[config.mk]
export PLATFORM = sky130hd
export DESIGN_NAME = ram_rr_arb
export DESIGN_NICKNAME = d
export VERILOG_FILES = /design/src/rtl/ram_rr_arb.sv
export SDC_FILE = /design/constraint.sdc
export NUM_CORES = 1
export LEC_CHECK = 0
export CORE_AREA = 5 5 156 158
export CTS_CLUSTER_DIAMETER = 150
export CTS_CLUSTER_SIZE = 10
export DETAILED_ROUTE_END_ITERATION = 8
export DIE_AREA = 0 0 161 163
export PLACE_DENSITY_LB_ADDON = 0.12
export SETUP_SLACK_MARGIN = 0.3
export SLEW_MARGIN = 20
export SYNTH_ARGS = -nofsm -noshare
export SYNTH_HDL_FRONTEND = slang
export SYNTH_SLANG_ARGS = --single-unit
[constraint.sdc]
create_clock -name wb_clk -period 2.1 [get_ports wb_clk]
set_input_delay 0.42 -clock wb_clk [delete_from_list [all_inputs] [get_ports wb_clk]]
set_output_delay 0.42 -clock wb_clk [all_outputs]
set_load 0.05 [all_outputs]
[src/rtl/ram_rr_arb.sv]
// Round-robin arbiter sharing one 32-bit single-ported RAM slave among PORTS wishbone-style masters.
// Optional slave watchdog enabled by defining RAM_ARB_TIMEOUT_EN.
module ram_rr_arb #(
   parameter int WIDTH   = 10,
   parameter int PORTS   = 4,
   parameter int TIMEOUT = 255
) (
   input  logic                     wb_clk,
   input  logic                     wb_rst,
   input  logic [PORTS-1:0]         m_cyc,
   input  logic [PORTS-1:0]         m_we,
   input  logic [4*PORTS-1:0]       m_sel,
   input  logic [WIDTH*PORTS-1:0]   m_adr,
   input  logic [32*PORTS-1:0]      m_dat,
   output logic [PORTS-1:0]         m_ack,
   output logic [32*PORTS-1:0]      m_rdt,
   output logic                     x_cyc,
   output logic                     x_we,
   output logic [3:0]               x_sel,
   output logic [WIDTH-1:0]         x_adr,
   output logic [31:0]              x_dat,
   input  logic                     x_ack,
   input  logic [31:0]              x_rdt,
   output logic                     err
);
   localparam int GW = $clog2(PORTS);

   typedef enum logic {S_IDLE, S_BUSY} state_t;

   state_t           r_state;
   logic [GW-1:0]    r_g;
   logic [GW-1:0]    r_last;
   logic [GW-1:0]    w_pick;
   logic [GW-1:0]    w_idx;
   logic             w_found;
   logic             w_busy;
   logic             w_to;
   logic             w_cyc_g;
   logic             w_we_g;
   logic [3:0]       w_sel_g;
   logic [WIDTH-1:0] w_adr_g;
   logic [31:0]      w_dat_g;

   assign w_busy = (r_state == S_BUSY);

   // First requester strictly after the previous owner, wrapping.
   always_comb begin
      w_pick  = '0;
      w_idx   = '0;
      w_found = 1'b0;
      for (int k = 1; k <= PORTS; k++) begin
         w_idx = GW'((int'(r_last) + k) % PORTS);
         if (!w_found && m_cyc[w_idx]) begin
            w_found = 1'b1;
            w_pick  = w_idx;
         end
      end
   end

   always_comb begin
      w_cyc_g = 1'b0;
      w_we_g  = 1'b0;
      w_sel_g = '0;
      w_adr_g = '0;
      w_dat_g = '0;
      for (int i = 0; i < PORTS; i++) begin
         if (r_g == GW'(i)) begin
            w_cyc_g = m_cyc[i];
            w_we_g  = m_we[i];
            w_sel_g = m_sel[4*i +: 4];
            w_adr_g = m_adr[WIDTH*i +: WIDTH];
            w_dat_g = m_dat[32*i +: 32];
         end
      end
   end

   assign x_cyc = w_busy && w_cyc_g && !w_to;
   assign x_we  = w_busy && w_we_g;
   assign x_sel = w_busy ? w_sel_g : '0;
   assign x_adr = w_busy ? w_adr_g : '0;
   assign x_dat = (w_busy && w_we_g) ? w_dat_g : '0;

   for (genvar i = 0; i < PORTS; i++) begin : g_lane
      assign m_ack[i]          = w_busy && (r_g == GW'(i)) && (x_ack || w_to);
      assign m_rdt[32*i +: 32] = (w_busy && (r_g == GW'(i)) && !m_we[i] && !w_to) ? x_rdt : '0;
   end

   always_ff @(posedge wb_clk or posedge wb_rst) begin
      if (wb_rst) begin
         r_state <= S_IDLE;
         r_g     <= '0;
         r_last  <= GW'(PORTS-1);
      end else begin
         case (r_state)
            S_IDLE: if (w_found) begin
               r_g     <= w_pick;
               r_state <= S_BUSY;
            end
            S_BUSY: if (!w_cyc_g || w_to) begin
               r_state <= S_IDLE;
               r_last  <= r_g;
            end
            default: r_state <= S_IDLE;
         endcase
      end
   end

`ifdef RAM_ARB_TIMEOUT_EN
   localparam int CW = $clog2(TIMEOUT+1);

   logic [CW-1:0] r_cnt;
   logic          r_err;

   // Fires on the TIMEOUT-th consecutive BUSY cycle without an ack.
   assign w_to = w_busy && !x_ack && (r_cnt == CW'(TIMEOUT-1));
   assign err  = r_err;

   always_ff @(posedge wb_clk or posedge wb_rst) begin
      if (wb_rst) begin
         r_cnt <= '0;
         r_err <= 1'b0;
      end else begin
         if (!w_busy || x_ack) r_cnt <= '0;
         else                  r_cnt <= r_cnt + CW'(1);
         if (w_to) r_err <= 1'b1;
      end
   end
`else
   logic w_unused_to;

   assign w_unused_to = (TIMEOUT != 0);
   assign w_to        = 1'b0;
   assign err         = 1'b0;
`endif

endmodule

==> results by group <==
Power and ir drop
  • Leak: 0.00406 uW
  • Pwr per Cell Area: 1200 mW/mm^2
  • Max rail drop VDD: 811 uV

Clock network
  • CTS root buffer: clkbuf_16
  • CTS buffer count: 3
  • Clk buf depth: 2
  • Sink Count: 5
  • CTS tree: yes
  • Htree depth: 1
  • Clock Latency Late Sink: ~0.23 ns
  • Clock Pin Slew Worst Setup and Hold Paths: 0.03 ns

Floorplan
  • IO Pins: 408
  • Initial Util: 0.122
  • Rows: 56
  • Die X-Extent: approximately 160 um
  • Die height: 163 um
  • Core area: 0.0230 mm^2
  • Die area: 0.0262 mm^2

Synth
  • Post-Syn Instances: roughly 300
  • Share of async-settable or async-resettable flops after synthesis: 1.00
  • Top FF cell, synth: dfrtp_1
  • Sequential-to-total area share from yosys stat: 0.0456
  • Synth Cell Area: between 0.002 and 0.003 mm^2
  • Most frequent cells after synthesis: 143 x and2_1, 48 x mux4_2, 32 x and3_1
  • Area leader, netlist: mux4_2
  • Post-synth EDFFs: 0
  • Distinct cells, synth: 33
  • Flops & latches, synth: 5
  • Area contributors post-synth: mux4_2 39%, and2_1 32%, and3_1 7.1%
  • Mapped Nets: 530
  • Syn avg cell area: 9.24 um^2
  • Syn. warnings: 0
  • Share of the synthesized area in the top cell type: 0.386
  • Count leader, synth: and2_1

Setup path
  • CP dominant cell by count: buf_12
  • Top delay family on crit path: multiplexers
  • CP Capture Type: primary output
  • Req. time, crit path: 1.68 ns
  • Crit-path max cell delay: 0.57 ns
  • Worst path slowest cell: mux4_2
  • Cell-by-cell listing of the critical path: mux4_2, buf_6, buf_12, and3_4, buf_12
  • Buf/Inv on CP: 3
  • Critical path class: reg2out
  • WP data arrival: 1.89 ns
  • Crit path depth: 5
  • Startpoint Class: register
  • Worst r2r path cells: 7
  • Max FO, Critical Path: 9

Job
  • Max-cap viol count: 0

Run status
  • Failing checks: setup timing
  • Status: finished with violations

Global routing
  • Largest net degree at the start of global routing: 33
  • GRT overflow: 0
  • Global Route Usage Sum: 0.154
  • First-pass GRT wire length: around 31000 um
  • Vias in the first global route: 4500
  • Initial antenna violation count: 0

Place
  • Routability cong.: between 0.8 and 0.9
  • Post-place instance area: approximately 0.0094 mm^2
  • Final HPWL DP: between 15000 and 20000 um
  • Input/output buffers: 406

STA
  • Final period utilization: 1.10
  • Final setup margin: -0.213 ns
  • Clock Skews: 0.0000467 ns
  • RSZ-0062 raised after global routing: yes
  • Final Max Slew Viols: 0
  • Fin. Hold Viols: 0
  • Fin crit period: 2.31 ns
  • Final Setup Violations: around 180
  • Final TNS setup: -22.89 ns
  • Achievable frequency: approximately 430 MHz

Final layout
  • Post-layout net count: 956
  • Fin area: 0.0101 mm^2
  • Share of cells above drive strength 1: 0.652
  • Area of the multi-input gates: 0.00306 mm^2
  • Area growth syn-to-layout: 262%
  • Number of diodes: 0
  • FF/Latch Area: 134 um^2
  • FILL cells: around 2200

Hold path
  • HP Class: in2async

Route
  • Routed vias: roughly 4200
  • DRT Pass-1 Iters: 4
  • Number of DRC markers in iteration 0: between 100 and 150
  • DRC violation count after routing: 0
  • Antenna viol nets, final: 0
  • WL final: ~22000 um
  • Vias per Instance: 4.09
  • Drt wl/cell: 21.7 um
final cells by class:
type	instances	share of cell area
Multi-Input combinational cell	261	0.301
Clock buffer	4	0.00777
Timing Repair Buffer	454	0.640
Tap cell	290	0.0358
Sequential cell	5	0.0132
Inverter	4	0.00173
metal layers:
metal | part of all wire | GRT usage | up-vias
met5 | 0 | 0 | -
li1 | - | - | 1944
met3 | 0.072 | 0.0377 | 25
met4 | 0.018 | 0.0268 | 0
met1 | 0.34 | 0.161 | 1994
met2 | 0.57 | 0.312 | 202
path summary, 6_finish.rpt:
kind | from | end | slack (ns)
setup / recovery | r_g[0] | x_dat[6] | -0.21
hold / removal | wb_rst | r_g[0] | 0.41
setup reg to reg | r_g[0] | r_last[1] | 0.18
hold reg to reg | r_last[0] | r_last[0] | 0.67
max in group asynchronous | wb_rst | r_last[1] | 1.45
min in group wb_clk | r_last[0] | r_last[0] | 0.67
power breakdown:
part	internal, uW	switching (uW)	total (uW)
clock	252	62.4	314
combinational	5970	5590	11600
sequential	173	81.8	254
placed cells by master (no fill, tap or decap), types with 2 or more instances in the layout:
cell type | Yosys | final
a21boi_0 | 2 | 2
a21oi_1 | 2 | 2
a22oi_1 | 2 | 2
and2_2 | 0 | 2
and2_4 | 0 | 141
and3_4 | 0 | 32
buf_12 | 1 | 176
buf_16 | 0 | 8
buf_4 | 1 | 19
buf_6 | 4 | 19
buf_8 | 0 | 2
clkbuf_16 | 0 | 6
clkdlybuf4s50_1 | 0 | 222
dfrtp_2 | 0 | 2
dfstp_2 | 2 | 2
dlygate4sd2_1 | 0 | 3
inv_1 | 3 | 2
mux4_2 | 48 | 48
nand2_1 | 4 | 2
nand2b_1 | 3 | 3
nor2_1 | 6 | 5
nor3_4 | 0 | 2
nor3b_4 | 0 | 2
nor4b_4 | 2 | 2
o22a_1 | 2 | 2
cell families after synthesis:
| family | synth area share |
|---|---|
| flip-flops | 0.0456 |
| multiplexers | 0.394 |
| AO/OA/AOI/OAI | 0.0246 |
| other | 0.00134 |
| AND/OR/NAND/NOR | 0.460 |
| buffers and inverters | 0.0746 |
registers in the layout, indices dropped and copies added, names as in the netlist:
name,flops
r_g,2
r_last,2
r_state,1
per-stage QoR:
step	setup slack [ns]	hold WS, ns	utilization	cells	total power [uW]
4_1_cts	-0.222	0.423	0.436	1013	12100
5_1_grt	-0.246	0.441	0.441	1018	12600
2_1_floorplan	0.147	0.197	-	303	6240
3_5_place_dp	-0.331	0.654	0.410	993	10800
3_3_place_gp	-0.326	0.640	0.410	993	10700
6_report	-0.213	0.412	0.441	1018	12100
worst reg2reg max path, cell delays in order, from the launching register on:
cell and delay [ns]:
dfrtp_4 0.49, buf_12 0.16, buf_6 0.14, mux4_2 0.33
buf_4 0.15, buf_4 0.11, nand2b_4 0.14, mux2_1 0.31
repair_timing:
action,4_1_cts,5_1_grt
hold buffers,0,0
hold endpoints to repair,0,0
buffers inserted,7,2
gates cloned,9,3
gates resized for setup,84,8
setup endpoints to repair,182,183
pin swaps,11,18
Power figures use the tool's default switching activity.
